## src/rtl/fifo_pkg.sv

```systemverilog
// ----------------------------------------------------------------------------
// fifo_pkg
//
// Shared definitions for the FIFO read-side word packer:
//   FIFO_DATA_WIDTH : default FIFO word width
//   DEFAULT_PACK    : default number of words per output beat
//   MAX_PACK        : largest supported PACK value
//   pack_state_t    : packer control state {FILL, HOLD, FLUSH}
//   lane_cnt_t      : lane counter able to hold 0..MAX_PACK
//   lane_filled()   : true when a lane index lies below the fill count
// ----------------------------------------------------------------------------
package fifo_pkg;

    localparam int FIFO_DATA_WIDTH = 32;
    localparam int DEFAULT_PACK    = 2;
    localparam int MAX_PACK        = 8;

    typedef enum logic [1:0] {
        FILL  = 2'd0,   // reading and accumulating words
        HOLD  = 2'd1,   // all lanes filled, output register still busy
        FLUSH = 2'd2    // flush requested, reads blocked until resolved
    } pack_state_t;

    // Sized for the largest legal PACK so any instance can share the type.
    typedef logic [$clog2(MAX_PACK + 1) - 1:0] lane_cnt_t;

    // A lane holds live data when its index is below the fill count.
    function automatic logic lane_filled(input int lane, input lane_cnt_t cnt);
        return lane_cnt_t'(lane) < cnt;
    endfunction

endpackage

```

## src/rtl/pack_out_reg.sv

```systemverilog
// ----------------------------------------------------------------------------
// pack_out_reg
//
// Output beat register with valid/ready hold behaviour. Once a beat is
// loaded it stays stable until accepted; a new beat may be loaded in the
// same cycle the current one is accepted, so there is no bubble.
//
// Ports:
//   clk        : clock, rising edge
//   reset      : asynchronous active-low reset
//   load       : capture load_data/load_mask into the register
//   load_data  : packed beat to present
//   load_mask  : lane-valid mask for the beat
//   pkt_ready  : downstream accepts the current beat
//   pkt_data   : registered beat data
//   pkt_mask   : registered lane mask
//   pkt_valid  : beat available
//   free       : register can accept a load this cycle
// ----------------------------------------------------------------------------
module pack_out_reg #(
    parameter int DATA_WIDTH = 32,
    parameter int PACK       = 2
) (
    input  logic                       clk,
    input  logic                       reset,
    input  logic                       load,
    input  logic [DATA_WIDTH*PACK-1:0] load_data,
    input  logic [PACK-1:0]            load_mask,
    input  logic                       pkt_ready,
    output logic [DATA_WIDTH*PACK-1:0] pkt_data,
    output logic [PACK-1:0]            pkt_mask,
    output logic                       pkt_valid,
    output logic                       free
);

    // Free when empty, or when the current beat leaves on this edge.
    assign free = !pkt_valid || pkt_ready;

    always_ff @(posedge clk or negedge reset) begin
        if (!reset) begin
            pkt_data  <= '0;
            pkt_mask  <= '0;
            pkt_valid <= 1'b0;
        end else if (load) begin
            pkt_data  <= load_data;
            pkt_mask  <= load_mask;
            pkt_valid <= 1'b1;
        end else if (pkt_ready) begin
            // Data/mask are left as-is; only valid drops after acceptance.
            pkt_valid <= 1'b0;
        end
    end

endmodule

```

## src/rtl/fifo_word_packer.sv

```systemverilog
// ----------------------------------------------------------------------------
// fifo_word_packer
//
// Read-side drain stage for the synchronous FIFO. Pops words whenever there
// is room, packs PACK consecutive words into one wide beat (lane 0 at the
// LSBs) and presents it on a valid/ready port. A flush pulse forces out any
// partially filled beat with a lane mask.
//
// Ports:
//   clk         : clock, rising edge
//   reset       : asynchronous active-low reset (shared with the FIFO)
//   Read_enable : pop request to the FIFO (combinational from empty + state)
//   empty       : FIFO empty flag
//   fifo_data   : FIFO read data, valid the cycle after a pop
//   flush       : single-cycle request to emit a partial beat
//   pkt_data    : packed output beat
//   pkt_mask    : bit i set = lane i holds a valid word
//   pkt_valid   : beat available
//   pkt_ready   : downstream accepts the beat
// ----------------------------------------------------------------------------
module fifo_word_packer
    import fifo_pkg::*;
#(
    parameter int DATA_WIDTH = FIFO_DATA_WIDTH,
    parameter int PACK       = DEFAULT_PACK
) (
    input  logic                       clk,
    input  logic                       reset,
    output logic                       Read_enable,
    input  logic                       empty,
    input  logic [DATA_WIDTH-1:0]      fifo_data,
    input  logic                       flush,
    output logic [DATA_WIDTH*PACK-1:0] pkt_data,
    output logic [PACK-1:0]            pkt_mask,
    output logic                       pkt_valid,
    input  logic                       pkt_ready
);

    localparam lane_cnt_t PACK_CNT = lane_cnt_t'(PACK);

    // ------------------------------------------------------------------
    // Control state
    // ------------------------------------------------------------------
    pack_state_t state_reg;
    lane_cnt_t   cnt_reg;       // lanes already holding a word
    lane_cnt_t   cnt_next;
    lane_cnt_t   cnt_cap;       // lane count including this cycle's capture
    logic        pend_reg;      // a popped word arrives on fifo_data now
    logic        active_reg;    // first cycle after reset release is idle

    logic        flush_pend;
    logic        lanes_full;
    logic        out_free;
    logic        load_full;
    logic        load_part;
    logic        load;
    logic        flush_clear;

    logic [DATA_WIDTH*PACK-1:0] load_data;
    logic [PACK-1:0]            load_mask;

    // The flush-pending flag is exactly "being in FLUSH": a flush moves the
    // FSM there and clearing the flag moves it back to FILL.
    assign flush_pend = (state_reg == FLUSH);

    assign cnt_cap    = cnt_reg + lane_cnt_t'(pend_reg);
    assign lanes_full = (cnt_cap == PACK_CNT);

    // A full beat loads on the same edge its last word is captured.
    assign load_full  = lanes_full && out_free;

    // Partial beat only once the in-flight word has landed.
    assign load_part  = flush_pend && !pend_reg &&
                        (cnt_reg != '0) && (cnt_reg < PACK_CNT) && out_free;

    assign load       = load_full || load_part;

    // Empty or complete accumulators need no partial beat; a complete one
    // drains through the normal full-beat path.
    assign flush_clear = flush_pend && !pend_reg &&
                         ((cnt_reg == '0) || (cnt_reg == PACK_CNT) || load_part);

    assign cnt_next = load ? '0 : cnt_cap;

    // Room exists while the lanes plus the in-flight word leave a gap. The
    // second term lets a read overlap the capture that completes a beat,
    // which is safe only when that beat is guaranteed to load (register
    // idle); pkt_ready is deliberately not used here.
    assign Read_enable = active_reg && !empty && !flush_pend &&
                         ((cnt_cap < PACK_CNT) ||
                          (lanes_full && pend_reg && !pkt_valid));

    // ------------------------------------------------------------------
    // Accumulator lanes and beat assembly
    // ------------------------------------------------------------------
    genvar gi;
    generate
        for (gi = 0; gi < PACK; gi++) begin : g_lane
            localparam lane_cnt_t LANE = lane_cnt_t'(gi);

            logic [DATA_WIDTH-1:0] lane_q;
            logic                  cap_here;
            logic                  filled;

            assign cap_here = pend_reg && (cnt_reg == LANE);
            assign filled   = lane_filled(gi, cnt_reg);

            always_ff @(posedge clk or negedge reset) begin
                if (!reset) begin
                    lane_q <= '0;
                end else if (cap_here) begin
                    lane_q <= fifo_data;
                end
            end

            // The word being captured bypasses into the beat so a full beat
            // can load on its capturing edge; unfilled lanes read as zero.
            assign load_data[gi*DATA_WIDTH +: DATA_WIDTH] =
                filled   ? lane_q    :
                cap_here ? fifo_data : '0;

            assign load_mask[gi] = load_full || filled;
        end
    endgenerate

    // ------------------------------------------------------------------
    // FSM and counters
    // ------------------------------------------------------------------
    always_ff @(posedge clk or negedge reset) begin
        if (!reset) begin
            state_reg  <= FILL;
            cnt_reg    <= '0;
            pend_reg   <= 1'b0;
            active_reg <= 1'b0;
        end else begin
            active_reg <= 1'b1;
            pend_reg   <= Read_enable;
            cnt_reg    <= cnt_next;

            case (state_reg)
                FILL: begin
                    if (flush) begin
                        state_reg <= FLUSH;
                    end else if (lanes_full && !out_free) begin
                        state_reg <= HOLD;
                    end
                end
                HOLD: begin
                    if (flush) begin
                        state_reg <= FLUSH;
                    end else if (load_full) begin
                        state_reg <= FILL;
                    end
                end
                FLUSH: begin
                    // Further flush pulses are absorbed while here.
                    if (flush_clear) begin
                        state_reg <= FILL;
                    end
                end
                default: begin
                    state_reg <= FILL;
                end
            endcase
        end
    end

    // ------------------------------------------------------------------
    // Output register
    // ------------------------------------------------------------------
    pack_out_reg #(
        .DATA_WIDTH (DATA_WIDTH),
        .PACK       (PACK)
    ) u_out (
        .clk       (clk),
        .reset     (reset),
        .load      (load),
        .load_data (load_data),
        .load_mask (load_mask),
        .pkt_ready (pkt_ready),
        .pkt_data  (pkt_data),
        .pkt_mask  (pkt_mask),
        .pkt_valid (pkt_valid),
        .free      (out_free)
    );

endmodule

```

## config.mk

```make
export PLATFORM = sky130hd
export DESIGN_NAME = fifo_word_packer
export DESIGN_NICKNAME = d
export VERILOG_FILES = /design/src/rtl/fifo_pkg.sv /design/src/rtl/pack_out_reg.sv /design/src/rtl/fifo_word_packer.sv
export SDC_FILE = /design/constraint.sdc
export NUM_CORES = 1
export LEC_CHECK = 0
export CAP_MARGIN = 20
export CELL_PAD_IN_SITES_DETAIL_PLACEMENT = 0
export CELL_PAD_IN_SITES_GLOBAL_PLACEMENT = 1
export CORE_MARGIN = 2
export CORE_UTILIZATION = 46
export DETAILED_ROUTE_END_ITERATION = 10
export PLACE_DENSITY = 0.92
export SETUP_SLACK_MARGIN = 0.05
export SLEW_MARGIN = 20
export SYNTH_ARGS = -nofsm -noshare
export SYNTH_HDL_FRONTEND = slang
export SYNTH_SLANG_ARGS = --single-unit
```

## constraint.sdc

```tcl
create_clock -name clk -period 5.3 [get_ports clk]
set_clock_uncertainty 0.05 [all_clocks]
set_input_delay 1.06 -clock clk [delete_from_list [all_inputs] [get_ports clk]]
set_output_delay 1.06 -clock clk [all_outputs]
set_load 0.02 [all_outputs]
```

; ---- Word level (Yosys, flattened, before mapping)
; Index checks and enable logic that the tools add are counted.
[op_classes]
n_lt_le_gt_ge = 4
n_mux = 13
reduce_logical = 31
addsub = 1
n_eq_ne = 8
[op_table]
columns = cell, n
row1 = 32-bit two-way mux, 4
row2 = 1-bit logical AND, 14
row3 = 2-bit two-way mux, 5
row4 = "4-bit by 2-bit == test with 1-bit output, second input constant", 2
row5 = "1-bit by 4-bit less-than comparator with 1-bit output, first input constant", 2
row6 = "4-bit by 2-bit less-than comparator with 1-bit output, second input constant", 2
row7 = 1-bit logical OR, 7
row8 = "3-bit != test, second input constant", 2
row9 = 2-bit case mux with 3 select lines, 1
row10 = 1-bit logical NOT, 5
row11 = 4-bit by 1-bit adder with 4-bit output, 1
row12 = "4-bit by 1-bit == test with 1-bit output, second input constant", 1
row13 = 4-bit logical NOT, 1
row14 = 4-bit two-way mux, 1
row15 = 4-bit nonzero test, 1
row16 = 3-bit AND reduction, 1
row17 = "2-bit by 1-bit == test with 1-bit output, second input constant", 1
row18 = "2-bit == test, second input constant", 1
row19 = 2-bit logical NOT, 1
row20 = 1-bit two-way mux, 2
row21 = "2-bit by 1-bit != test with 1-bit output, second input constant", 1
row22 = 2-bit nonzero test, 1
[totals]
reg_bits = 139
elab_cells = 66
in_bits = 37

; ---- Longest topological paths before layout
; Gate-level depths: netlist of run 1.
[depth]
depth_word = 9
ltp_mapped = 8

; ---- By module
; A second synthesis of run 1 with hierarchy kept.
[hier_totals]
hier_cells = 412
area_unflattened_um2 = 6242.2
[modules_own_cells]
columns = mod, seq_area_each_um2, cells_each, area_per_inst_um2, instances
row1 = fifo_word_packer, 1801.7, 270, 3644.7, 1
row2 = pack_out_reg, 1676.6, 142, 2597.5, 1

; ---- Worst setup path after synthesis of run 1
; Ideal clock, no wire load.
[synth_timing]
path_type = input port to output port
startpoint = in empty
endpoint = out Read_enable
required_time_ps = 4190
cell_stages = 2
arrival_ps = 1803
setup_slack_ps = 2387
cell_sequence = nand3b_1 > a211oi_1
[synth_via]
elab_chain_len = 4
[synth_rtl]
columns = element, line_no
row1 = start: declaration, fifo_word_packer.sv:30  ; input logic empty,
row2 = 1-bit logical NOT, fifo_word_packer.sv:89  ; assign Read_enable = active_reg && !empty && !flush_pend &&
row3 = 1-bit logical AND (3 in a row), fifo_word_packer.sv:89
row4 = end: declaration, fifo_word_packer.sv:29  ; output logic Read_enable,
; No other way between the ends.

; ---- Worst setup path after layout of run 1
[layout_timing]
startpoint = reg cnt_reg[0]
endpoint = out Read_enable
[layout_via]
elab_chain_len = 6
[layout_rtl]
columns = element, line_no
row1 = start: declaration, fifo_word_packer.sv:45  ; lane_cnt_t cnt_reg;
row2 = start signal: assignment, fifo_word_packer.sv:138  ; cnt_reg <= cnt_next;
row3 = 4-bit by 1-bit adder with 4-bit output *, fifo_word_packer.sv:66  ; assign cnt_cap = cnt_reg + lane_cnt_t'(pend_reg);
row4 = branches (longest 3 deep; another with 4-bit by 2-bit less-than comparator with 1-bit output), n/a
row5 = 1-bit logical OR *, fifo_word_packer.sv:90  ; ((cnt_cap < PACK_CNT) ||
row6 = 1-bit logical AND *, fifo_word_packer.sv:89
; Mark *: on every way between the ends.

==> qor.csv, run 1 <==
stage,metric,value,unit
status,status,finished clean,
clock_network,htreeDepth,4,
critical_path,startpoint_type,register,
finish,layout-drive-gt1-share,31.08,%
routing,finalWirelength,12260,um
critical_path,cp.buffers_inverters,1,
routing,drtAntennaViolNets,0,
clock_network,cts_resized,0,
clock_network,ctsHoldBuffers,0,
routing,drt_iter0_markers,204,
synth,avgSynthCellArea,14.67,um2
synth,synth_xor_area_share,0.2963,%
die,die_x,117.4,um
sta,rsz0062_at_grt,false,
sta,slew_headroom,40.51,%
critical_path,crit_top_cell,ha_1,
finish,fin_area,7731,um2
finish,final_nets,544,
synth,synth.top_cell.area_share,58.84,%
hold_path,hold_class,reg -> reg,
clock_network,cts_buffer_depth,2,
global_route,grt_max_degree,97,
sta,period_share,73.28,%
die,rows,41,
synth,synthFlopType,dfrtp_1,
critical_path,crit_fanout,6,
die,initial_utilization,47.04,%
finish,antenna_cells,0,
routing,drc,0,
synth,yosys_warnings,0,
sta,clock.fmax,257.5,MHz
power_and_ir_drop,power_density,681.3,nW/um2
synth,syn_area,5912,um2
die,io_pins,105,
critical_path,worstSetupPathType,reg -> out,
clock_network,cts_setup_buffers,0,
sta,tns,0,ps
sta,fin_crit,3884,ps
global_route,grt_use_total,18.46,%
clock_network,cts_made_buffers,17,
clock_network,clock_latency,420,ps
finish,syn_to_final_growth,30.77,%
finish,nFillCells,994,
synth,synth.area.mux_share,24.38,%
critical_path,max_stage_delay,660,ps
synth,ys_top_cells_by_area,"dfrtp_1 59%, mux2_2 22%, a22o_1 9.5%",
run,cap_violations,0,
sta,setup_violations,0,
synth,synthSimpleGateAreaFrac,2.624,%
clock_network,clk_pin_slew,60,ps
global_route,grt-ovfl-total,0,
synth,ys_types,35,
synth,synth_edf_count,0,
routing,routedWlPerCell,17.77,um
routing,vias,3775,
critical_path,cp-end-kind,output pin,
synth,synth_fp_nets,442,
synth,synth_top_family_by_area,multiplexers,
power_and_ir_drop,power,5.267,mW
global_route,antenna_found_initial,0,
clock_network,cts_sinks,139,
sta,tightestPinTransition,892.4,ps
die,core,12570,um2
synth,ys_seq_area_share,58.84,%
critical_path,path_delay_family,buffers and inverters,
synth,synth-adder-area-share,0.4233,%
synth,synth_commonest_cells,"139 x dfrtp_1, 117 x mux2_2, 64 x a22o_1",
clock_network,cts_tree,done,
place,place.gp.congestion,0.8307,
critical_path,critPathRequiredTime,4190,ps
synth,synth-seq-cells,139,
clock_network,root_buffer,clkbuf_16,
die,die-area,13770,um2
power_and_ir_drop,irDropWorstVdd,0.3547,mV
global_route,grt_first_pass_wirelength,20290,um
routing,firstDrtPassIters,4,
synth,synth-compound-area-share,10.88,%
routing,via_per_inst,5.471,
place,placedInstanceArea,7092,um2
synth,synth_cells,403,
critical_path,cp_slowest_cell,clkdlybuf4s50_1,
place,dpl.hpwl,7635,um
place,port_buffers,104,
critical_path,cp.arrival,2770,ps
critical_path,cp_cell_sequence,ha_1 -> ha_1 -> nand2_1 -> o32a_1 -> a211oi_1 -> clkdlybuf4s50_1,
die,die_h,117.4,um
sta,hold_violations,0,
synth,yosysTopAreaCell,dfrtp_1,
sta,maxSlewViolCount,0,
global_route,first_global_vias,3899,
synth,ys_async_sr_fraction,100.0,%
power_and_ir_drop,leakagePower,3.416,nW
synth,yosys.cell_count.top_type,dfrtp_1,
per-stage QoR:
stage	hold WS [ps]	util [%]	std cells	worst slack (ps)
global placement	400.2	56.43	658	1667
floorplan	406.4	-	403	2387
finish	430.9	61.51	690	1416
global route	438.1	61.51	690	1279
detailed placement	416.0	56.43	658	1645
CTS	428.4	61.51	690	1419
cell families after synthesis:
logic type / after synthesis
AOI/OAI and AO/OA: 73
DFF: 139
adders and majority gates: 2
and+or+nand+nor: 27
buffers and inverters: 31
other: 1
muxes: 128
xor gates and xnor gates: 2
path summary, 6_finish.rpt:
path | from | end | slack, ps | cells past startpoint
max | cnt_reg[0]$_DFF_PN0_ | Read_enable | 1420 | 6
min | u_out.pkt_data[55]$_DFFE_PN0P_ | u_out.pkt_data[55]$_DFFE_PN0P_ | 430 | 1
max reg2reg | cnt_reg[0]$_DFF_PN0_ | u_out.pkt_data[58]$_DFFE_PN0P_ | 2280 | 7
min reg2reg | u_out.pkt_data[55]$_DFFE_PN0P_ | u_out.pkt_data[55]$_DFFE_PN0P_ | 430 | 1
max in group asynchronous | reset | g_lane[1].lane_q[27]$_DFFE_PN0P_ | 3390 | 2
min in group asynchronous | reset | u_out.pkt_data[43]$_DFFE_PN0P_ | 690 | 1
layout by cell type, fill, tap and decap left out, types with 4 or more instances in the layout:
cell type	count
a22o_1	64
nand2b_1	5
nor2_1	4
mux2_2	117
clkbuf_16	17
mux2_1	11
dfrtp_1	139
buf_4	7
clkinv_2	6
clkdlybuf4s50_1	103
bufinv_16	5
area by class of cell:
type	instances	area, um2	area share, %
Sequential cell	139	3478	44.99
Multi-Input combinational cell	233	2292	29.65
Timing Repair Buffer	111	1095	14.16
Clock buffer	19	442.9	5.729
Tap cell	172	215.2	2.784
Clock inverter	13	196.4	2.541
Inverter	3	11.26	0.1457
layer usage:
layer / wire length [um] / GRT usage (%)
met3: 434 / 5.010
met5: 0 / 0
met2: 6170 / 30.34
met1: 5493 / 23.82
met4: 163 / 6.099
power breakdown:
| group | internal (mW) | switching (mW) | total, mW |
|---|---|---|---|
| combinational | 1.18 | 1.02 | 2.20 |
| sequential | 1.53 | 0.255 | 1.79 |
| clock | 0.843 | 0.439 | 1.28 |
(Power assumes the default switching activity.)
==> run 2, diff against run 1 <==
--- a/config.mk
+++ b/config.mk
@@ -9,9 +9,9 @@
 export CELL_PAD_IN_SITES_DETAIL_PLACEMENT = 0
 export CELL_PAD_IN_SITES_GLOBAL_PLACEMENT = 1
 export CORE_MARGIN = 2
-export CORE_UTILIZATION = 46
+export CORE_UTILIZATION = 39
 export DETAILED_ROUTE_END_ITERATION = 10
-export PLACE_DENSITY = 0.92
+export PLACE_DENSITY = 0.84
 export SETUP_SLACK_MARGIN = 0.05
 export SLEW_MARGIN = 20
 export SYNTH_ARGS = -nofsm -noshare
==> constraint.sdc (replaced) <==
create_clock -name clk -period 3.25 [get_ports clk]
set_clock_uncertainty 0.05 [all_clocks]
set_input_delay 0.65 -clock clk [delete_from_list [all_inputs] [get_ports clk]]
set_output_delay 0.65 -clock clk [all_outputs]
set_load 0.02 [all_outputs]
==> qor.csv, run 2 (same netlist as run 1, synthesis figures left out) <==
stage,metric,value,unit,change
status,status,finished clean,,
place,dpl.hpwl,7846,um,+2.8%
hold_path,hold_class,in -> async,,
die,die-area,16160,um2,+17%
finish,final_cell_mix,"139 x dfrtp_1, 117 x mux2_2, 102 x clkdlybuf4s50_1",,
finish,utilization,51.19,%,-10 points
sta,setup_violations,0,,unchanged
clock_network,cts_sinks,139,,unchanged
critical_path,cp-end-kind,output pin,,
sta,hold_violations,0,,unchanged
routing,finalWirelength,12690,um,+3.5%
routing,via_per_inst,5.354,,-2.1%
sta,tns,0,ps,unchanged
global_route,grt_use_total,16.60,%,-1.9 points
clock_network,cts_tree,done,,
finish,seqCellArea,3478,um2,unchanged
sta,period_share,92.51,%,
critical_path,critPathRequiredTime,2550,ps,-1640 ps
finish,layout-drive-gt1-share,30.64,%,-0.45 points
clock_network,cts_setup_buffers,0,,unchanged
global_route,antenna_found_initial,0,,unchanged
run,cap_violations,0,,unchanged
sta,worst_slack,243.5,ps,-1172 ps
clock_network,cts_made_buffers,17,,unchanged
clock_network,root_buffer,clkbuf_16,,
routing,vias,3785,,+0.26%
place,place.gp.congestion,0.7744,,-6.8%
critical_path,worstSetupPathType,reg -> out,,
global_route,first_global_vias,4076,,+4.5%
sta,maxSlewViolCount,0,,unchanged
power_and_ir_drop,irDropWorstVdd,0.8922,mV,+150%
finish,final_nets,545,,+0.18%
clock_network,htreeDepth,4,,unchanged
critical_path,crit_fanout,6,,unchanged
die,die_h,127.1,um,+8.3%
clock_network,ctsHoldBuffers,0,,unchanged
finish,final_common_cell,dfrtp_1,,
finish,nFillCells,1283,,+29%
routing,drc,0,,unchanged
clock_network,cts_resized,1,,+1
power_and_ir_drop,power_density,1080,nW/um2,+59%
sta,slew_headroom,38.96,%,-1.5 points
routing,routedWlPerCell,17.95,um,+1.0%
sta,fin_crit,3007,ps,
routing,drtAntennaViolNets,0,,unchanged
clock_network,clock_latency,410,ps,about the same
die,io_pins,105,,unchanged
die,initial_utilization,39.33,%,-7.7 points
clock_network,clk_pin_slew,60,ps,about the same
routing,drt_iter0_markers,130,,-36%
die,die_x,127.1,um,+8.3%
global_route,grt_max_degree,76,,-22%
die,rows,45,,+9.8%
finish,multi_input_area,2295,um2,+0.11%
place,dp_slack,267.6,ps,-1378 ps
critical_path,startpoint_type,register,,
die,core,15030,um2,+20%
critical_path,cp.arrival,2310,ps,-460 ps
clock_network,cts_buffer_depth,2,,unchanged
power_and_ir_drop,power,8.312,mW,+58%
global_route,grt_first_pass_wirelength,20930,um,+3.2%
power_and_ir_drop,leakagePower,3.381,nW,-1.0%
routing,firstDrtPassIters,4,,unchanged
global_route,grt-ovfl-total,0,,unchanged
sta,tightestPinTransition,915.6,ps,+23.21 ps
finish,syn_to_final_growth,30.18,%,
place,port_buffers,104,,unchanged
sta,rsz0062_at_grt,false,,
sta,clock.fmax,332.6,MHz,
finish,antenna_cells,0,,unchanged
-- run 2: through the flow --
step | hold slack, ps | cell area (um2) | instances
floorplan | 304.4 | 5912 | 403
global placement | 402.8 | 7159 | 675
detailed placement | 414.6 | 7159 | 675
CTS | 238.0 | 7700 | 707
global route | 270.5 | 7696 | 707
finish | 206.5 | 7696 | 707
-- run 2: critical path, stage by stage, from the launching register on --
cell      delay, ps
dfrtp_1         430
ha_1            240
ha_1            260
nand2_1         110
o32a_1          360
a211oi_1        260
clkbuf_2        230
-- run 2: worst paths after layout --
| path | start | depth (start not counted) | slack, ps | end |
|---|---|---|---|---|
| hold / removal | reset | 1 | 210 | u_out.pkt_data[10]$_DFFE_PN0P_ |
| setup / recovery | cnt_reg[0]$_DFF_PN0_ | 6 | 240 | Read_enable |
| min in group clk | u_out.pkt_mask[0]$_DFFE_PN0P_ | 1 | 420 | u_out.pkt_mask[0]$_DFFE_PN0P_ |
| max in group asynchronous | reset | 2 | 2220 | u_out.pkt_data[56]$_DFFE_PN0P_ |
| hold reg to reg | u_out.pkt_mask[0]$_DFFE_PN0P_ | 1 | 420 | u_out.pkt_mask[0]$_DFFE_PN0P_ |
| setup reg to reg | cnt_reg[0]$_DFF_PN0_ | 7 | 600 | u_out.pkt_data[26]$_DFFE_PN0P_ |
-- run 2: cell type report --
| cell class | instances | area share [%] |
|---|---|---|
| flip-flops and latches | 139 | 45.20 |
| repair buffers | 112 | 14.75 |
| inverters | 3 | 0.1463 |
| well taps | 188 | 3.056 |
| clock inverters | 7 | 0.8616 |
| multi-input cells | 233 | 29.82 |
| clock buffers | 25 | 6.178 |
-- run 2: layer usage --
layer	up-vias	share of wire, %	GRT usage (%)
li1	1709	-	-
met1	1980	43	20.08
met2	81	51	28.59
met3	15	4.4	5.025
met4	0	1.5	5.236
met5	-	0	0
-- run 2: power by group --
part / internal, mW / switching (mW)
combinational: 1.93 / 1.68
clock: 1.09 / 0.684
sequential: 2.50 / 0.424
